## config.mk

```make
export PLATFORM = sky130hd
export DESIGN_NAME = arb_grant_mux
export DESIGN_NICKNAME = d
export VERILOG_FILES = /design/src/rtl/arb_pkg.sv /design/src/rtl/skid_buf2.sv /design/src/rtl/arb_grant_mux.sv
export SDC_FILE = /design/constraint.sdc
export NUM_CORES = 1
export LEC_CHECK = 0
export CAP_MARGIN = 20
export CORE_MARGIN = 1
export CORE_UTILIZATION = 42
export CTS_BUF_LIST = sky130_fd_sc_hd__clkbuf_8
export CTS_CLUSTER_SIZE = 14
export DETAILED_ROUTE_END_ITERATION = 8
export GPL_TIMING_DRIVEN = 0
export MAX_ROUTING_LAYER = met4
export PLACE_DENSITY = 0.8
export SLEW_MARGIN = 20
export SYNTH_ARGS = -nofsm -noshare
export SYNTH_HDL_FRONTEND = slang
export SYNTH_SLANG_ARGS = --single-unit
```

## constraint.sdc

```tcl
create_clock -name clk -period 1.8 [get_ports clk]
set_clock_uncertainty 0.1 [all_clocks]
set_input_delay 0.27 -clock clk [delete_from_list [all_inputs] [get_ports clk]]
set_output_delay 0.27 -clock clk [all_outputs]
set_load 0.02 [all_outputs]
```

## src/rtl/arb_pkg.sv

```systemverilog
// Shared definitions for the round-robin arbiter and its grant consumer.
package arb_pkg;

    localparam int ARB_N  = 3;
    localparam int ARB_IW = $clog2(ARB_N);

    // Index of the lowest set bit; returns 0 for an all-zero vector.
    function automatic logic [ARB_IW-1:0] onehot_to_idx(input logic [ARB_N-1:0] v);
        logic [ARB_IW-1:0] idx;
        idx = '0;
        for (int i = ARB_N - 1; i >= 0; i--) begin
            if (v[i]) begin
                idx = ARB_IW'(i);
            end
        end
        return idx;
    endfunction

    // True when exactly one bit is set.
    function automatic logic is_onehot(input logic [ARB_N-1:0] v);
        return (v != '0) && ((v & (v - ARB_N'(1))) == '0);
    endfunction

endpackage

```

## src/rtl/skid_buf2.sv

```systemverilog
// Two-entry valid/ready buffer. Head drives the outputs, skid holds the
// second entry. The producer must not push while count is 2.
module skid_buf2 #(
    parameter int W = 8
) (
    input  logic         clk,
    input  logic         rst_n,
    input  logic         push,
    input  logic [W-1:0] push_data,
    input  logic         out_ready,
    output logic         out_valid,
    output logic [W-1:0] out_data,
    output logic [1:0]   count
);

    logic [W-1:0] head_q, head_d;
    logic [W-1:0] skid_q, skid_d;
    logic [1:0]   count_q, count_d;
    logic         pop;

    // Next-state for the two entries and the occupancy counter.
    always_comb begin
        head_d  = head_q;
        skid_d  = skid_q;
        count_d = count_q;
        pop     = (count_q != 2'd0) && out_ready;

        if (pop && (count_q == 2'd2)) begin
            head_d = skid_q;
        end

        if (push) begin
            if ((count_q == 2'd0) || ((count_q == 2'd1) && pop)) begin
                head_d = push_data;
            end else if (count_q == 2'd1) begin
                skid_d = push_data;
            end
        end

        case ({push, pop})
            2'b10:   count_d = count_q + 2'd1;
            2'b01:   count_d = count_q - 2'd1;
            default: count_d = count_q;
        endcase
    end

    // Entry and counter registers; reset discards anything buffered.
    always_ff @(posedge clk or negedge rst_n) begin
        if (!rst_n) begin
            head_q  <= '0;
            skid_q  <= '0;
            count_q <= 2'd0;
        end else begin
            head_q  <= head_d;
            skid_q  <= skid_d;
            count_q <= count_d;
        end
    end

    assign out_valid = (count_q != 2'd0);
    assign out_data  = head_q;
    assign count     = count_q;

endmodule

```

## src/rtl/arb_grant_mux.sv

```systemverilog
// Consumer of the round-robin arbiter's one-hot grant: gates arbiter
// requests on buffer space, muxes the winner's payload into a 2-entry
// skid buffer and flags grant protocol errors.
//
// Handshake: a transfer happens on a cycle where valid and ready are both
// high; valid never depends on ready, and a held-off output keeps
// out_data/out_id stable until accepted.
module arb_grant_mux
    import arb_pkg::*;
#(
    parameter int N  = 3,
    parameter int DW = 32,
    parameter int IW = $clog2(N)
) (
    input  logic            clk,
    input  logic            rst_n,
    input  logic [N-1:0]    req_valid,
    input  logic [N*DW-1:0] req_data,
    output logic [N-1:0]    req_ready,
    output logic [N-1:0]    arb_req,
    input  logic [N-1:0]    arb_grant,
    output logic            out_valid,
    output logic [DW-1:0]   out_data,
    output logic [IW-1:0]   out_id,
    input  logic            out_ready,
    output logic            grant_err
);

    logic [1:0]       count;
    logic             accept_en;
    logic             push;
    logic [IW-1:0]    sel_idx;
    logic [DW-1:0]    sel_data;
    logic [IW+DW-1:0] buf_out;
    logic             grant_err_q, grant_err_d;

    // Space gating uses registered occupancy only, so out_ready never reaches
    // arb_req/req_ready. rst_n is folded in so clients see no accept in reset.
    assign accept_en = rst_n && (count != 2'd2);
    assign arb_req   = accept_en ? req_valid : '0;
    assign req_ready = arb_grant & {N{accept_en}};

    // Winner selection; lowest set bit wins if the grant is malformed.
    always_comb begin
        sel_idx  = onehot_to_idx(arb_grant);
        sel_data = req_data[sel_idx*DW +: DW];
        push     = accept_en && (arb_grant != '0);
    end

    // Sticky error: malformed grant, or grant to a client not requesting.
    always_comb begin
        grant_err_d = grant_err_q;
        if ((arb_grant != '0) && (!is_onehot(arb_grant) || !req_valid[sel_idx])) begin
            grant_err_d = 1'b1;
        end
    end

    // Error flag register.
    always_ff @(posedge clk or negedge rst_n) begin
        if (!rst_n) begin
            grant_err_q <= 1'b0;
        end else begin
            grant_err_q <= grant_err_d;
        end
    end

    skid_buf2 #(
        .W(IW + DW)
    ) u_buf (
        .clk      (clk),
        .rst_n    (rst_n),
        .push     (push),
        .push_data({sel_idx, sel_data}),
        .out_ready(out_ready),
        .out_valid(out_valid),
        .out_data (buf_out),
        .count    (count)
    );

    assign out_data  = buf_out[DW-1:0];
    assign out_id    = buf_out[DW +: IW];
    assign grant_err = grant_err_q;

endmodule

```

==> metrics.md <==
| Metric | Value |
|---|---|
| Status | `finished, violations left` |
| Violated checks | `hold timing, setup timing` |
| Mapped Area | `~3900 µm²` |
| GRT overflow | `0` |
| CTS tree | `built` |
| Unrepaired setup endpoints after global routing | `yes` |
| Largest area contributor in the synthesized netlist | `dfrtp_1` |
| Pwr dens | `roughly 1400 nW/µm²` |
| Critical path class | `reg -> out` |
| Yosys top cell area share | `45.4%` |
| Fmax | `approximately 520 MHz` |
| CP required | `between 1 and 1.5 ns` |
| Final worst path period need | `a little under 2 ns` |
| Clock Latency Late Sink | `between 0.3 and 0.4 ns` |
| ANT nets after route | `0` |
| Die outline area | `a little under 10,000 µm²` |
| Synth Area per Inst | `10.4 µm²` |
| Rows | `34` |
| Area growth syn-to-layout | `54.4%` |
| Top post-synthesis cells by area | `dfrtp_1 45%, o21ai_1 8.4%, mux2_1 8.3%` |
| Initial core utilization | `approximately 44%` |
| Routed WL | `13,000 µm` |
| DP HPWL | `8910 µm` |
| Proportion of layout cells with a drive suffix above 1 | `approximately 20%` |
| DIE WIDTH | `roughly 100 µm` |
| Max VDD drop | `0.000590 V` |
| 1st-iter DRT viols | `roughly 220` |
| Crit path largest cell delay | `~0.4 ns` |
| Arr. time, crit path | `between 1.5 and 2 ns` |
| Clock slew seen by the registers of the worst setup and hold paths | `approximately 0.080 ns` |
| H-tree Lvls | `3` |
| Routed vias | `3,834` |
| Post-synthesis cell count | `between 300 and 400` |
| Post-Syn Nets | `about 490` |
| Worst setup EP type | `primary output` |
| Antenna cells | `0` |
| Deepest clock path buffer count | `2` |
| Register bit count reported by yosys | `71` |
| Crit path buffers/inverters | `3` |
| Slowest-stage cell, CP | `dfrtp_1` |
| Seq/Total Area, Yosys | `between 40% and 50%` |
| Slew @ Worst Pin | `0.965 ns` |
| Die Y | `98.6 µm` |
| DRC viols | `0` |
| Worst-path fanout max | `6` |
| Commonest non-fill, non-tap cell in the layout | `clkdlybuf4s50_1` |
| Initial antenna violation count | `0` |
| Slew Limit Fails | `0` |
| Total track usage | `28.0%` |
| Root buffer cell | `clkbuf_8` |
| Nets | `between 600 and 700` |
| Final Setup Violations | `65` |
| Avg Vias per Cell | `5.82` |
| Boundary pin count | `approximately 150` |
| Buffers on Ports | `around 150` |
| RePlAce Congestion | `between 0.9 and 1` |
| Static leakage | `between 2 and 3 nW` |
| Crit path launch type | `flop` |
| Yosys warns | `0` |
| CP delay by family, top | `flip-flops` |
| Max Cap Viol | `0` |
| Rel. slew slack | `a little over a third` |
| First-pass GRT wire length | `slightly above 20,000 µm` |
| Wire length per cell | `a little under 20 µm` |
| Hold-fix buffers, CTS | `1` |
| Final period util | `107%` |
| HP Class | `in -> async` |
| Final Util | `around two thirds` |
| CTS Buf Count | `9` |
| Clk sinks | `71` |
| Vias in the first global route | `just over 4,000` |
| Hold Vio Cnt, Final | `51` |
| Initial DRT Pass Iterations | `4` |
| Final non-filler cell total | `approximately 660` |
| CP cell instances | `inv_2 > ha_4 > and2b_4 > buf_12 > and2_4 > buf_6` |
| Largest net degree at the start of global routing | `53` |
| Most frequent cells in the layout | `137 x clkdlybuf4s50_1, 71 x dfrtp_1, 69 x nand2_1` |
| Placed cells | `~630` |
| Core area | `a little under 9000 µm²` |
| WHS | `-0.188 ns` |
| Synth unique cells | `32` |
| Setup slack after layout | `-0.124 ns` |
-- cell type report --
cell class / instances / area [µm²]
Clock buffer: 10 / 138
Clock inverter: 6 / 109
Fill cell: 662 / 2840
Inverter: 4 / 15.0
Sequential cell: 71 / 1780
Buffer: 36 / 287
Tap cell: 108 / 135
Timing Repair Buffer: 157 / 1580
Multi-Input combinational cell: 267 / 2010
-- cell families (layout without fill, tap and decap cells) --
logic type,count (synthesis),in the layout,synth area share (%)
buffers and inverters,40,213,5.24
XOR/XNOR,2,2,0.447
AND/OR/NAND/NOR,119,119,18.8
AO/OA/AOI/OAI,108,108,19.2
flip-flops,71,71,45.4
multiplexers,34,34,9.74
adder cells (fa/ha/maj),4,4,1.28
-- worst paths after layout --
path,from,endpoint,slack [ns],cells past startpoint
worst max-delay path,u_buf.count[0],req_ready[2],-0.12,6
worst min-delay path,rst_n,u_buf.skid_q[2],-0.19,2
worst max register to register,u_buf.count[1],u_buf.out_data[8],-0.10,7
worst min register to register,grant_err,grant_err,0.38,1
max in group asynchronous,rst_n,u_buf.out_data[12],0.45,2
min in group clk,grant_err,grant_err,0.38,1
-- power breakdown --
group / switching, W / internal, W / total [W]
Combinational: 0.00199 / 0.00192 / 0.00391
Sequential: 0.000388 / 0.00232 / 0.00271
Clock: 0.000608 / 0.000953 / 0.00156
-- flip-flops by register name, summed over array words and instances (netlist names) --
| signal | flops |
|---|---|
| u_buf.skid_q | 34 |
| u_buf.out_data | 34 |
| u_buf.count | 2 |
| grant_err | 1 |
-- cell usage after synthesis --
library cell / n
buf_6: 2
nor2_2: 1
buf_2: 17
dfrtp_1: 71
and2_1: 6
clkbuf_1: 12
mux2i_1: 1
a21oi_1: 2
o21ai_1: 66
nor2_1: 4
o211ai_2: 1
or4b_1: 22
mux2_2: 4
buf_4: 5
o221ai_1: 22
nand2_1: 69
o221ai_2: 10
o21ai_0: 2
and2b_1: 1
inv_1: 4
o31ai_1: 1
o21bai_1: 1
o2111ai_2: 1
or4b_4: 10
nor2b_1: 2
nand3b_4: 1
xnor2_1: 2
or2_1: 1
nand2b_1: 2
ha_1: 4
mux2_1: 29
a21o_1: 2
-- per-layer routing --
metal	vias to the layer above	global-route usage, %	share of wire (%)
met1	1907	33.2	40
met2	162	48.2	51
met5	-	-	0
li1	1733	-	-
met3	32	3.76	6.4
met4	0	11.3	2.5
-- what timing repair did --
action	CTS	global route
endpoints found under the hold margin	20	51
pin swaps	6	3
resized for setup	78	25
setup endpoints to repair	77	77
buffers inserted	8	1
gates cloned	0	0
-- metrics by stage --
| step | setup slack (ns) | cell area, µm² | power (W) | TNS (ns) |
|---|---|---|---|---|
| after detailed placement | -0.660 | 5540 | 0.00626 | -33.76 |
| final | -0.124 | 6050 | 0.00818 | -3.80 |
| after floorplan | 0.0435 | 3920 | 0.00469 | 0 |
| after CTS | -0.0852 | 5970 | 0.00803 | -3.32 |
| after global placement | -2.91 | 5510 | 0.00607 | -347.82 |
| after global routing | -0.169 | 6050 | 0.00863 | -7.40 |
Note: power is estimated with default switching activity, not from simulation.
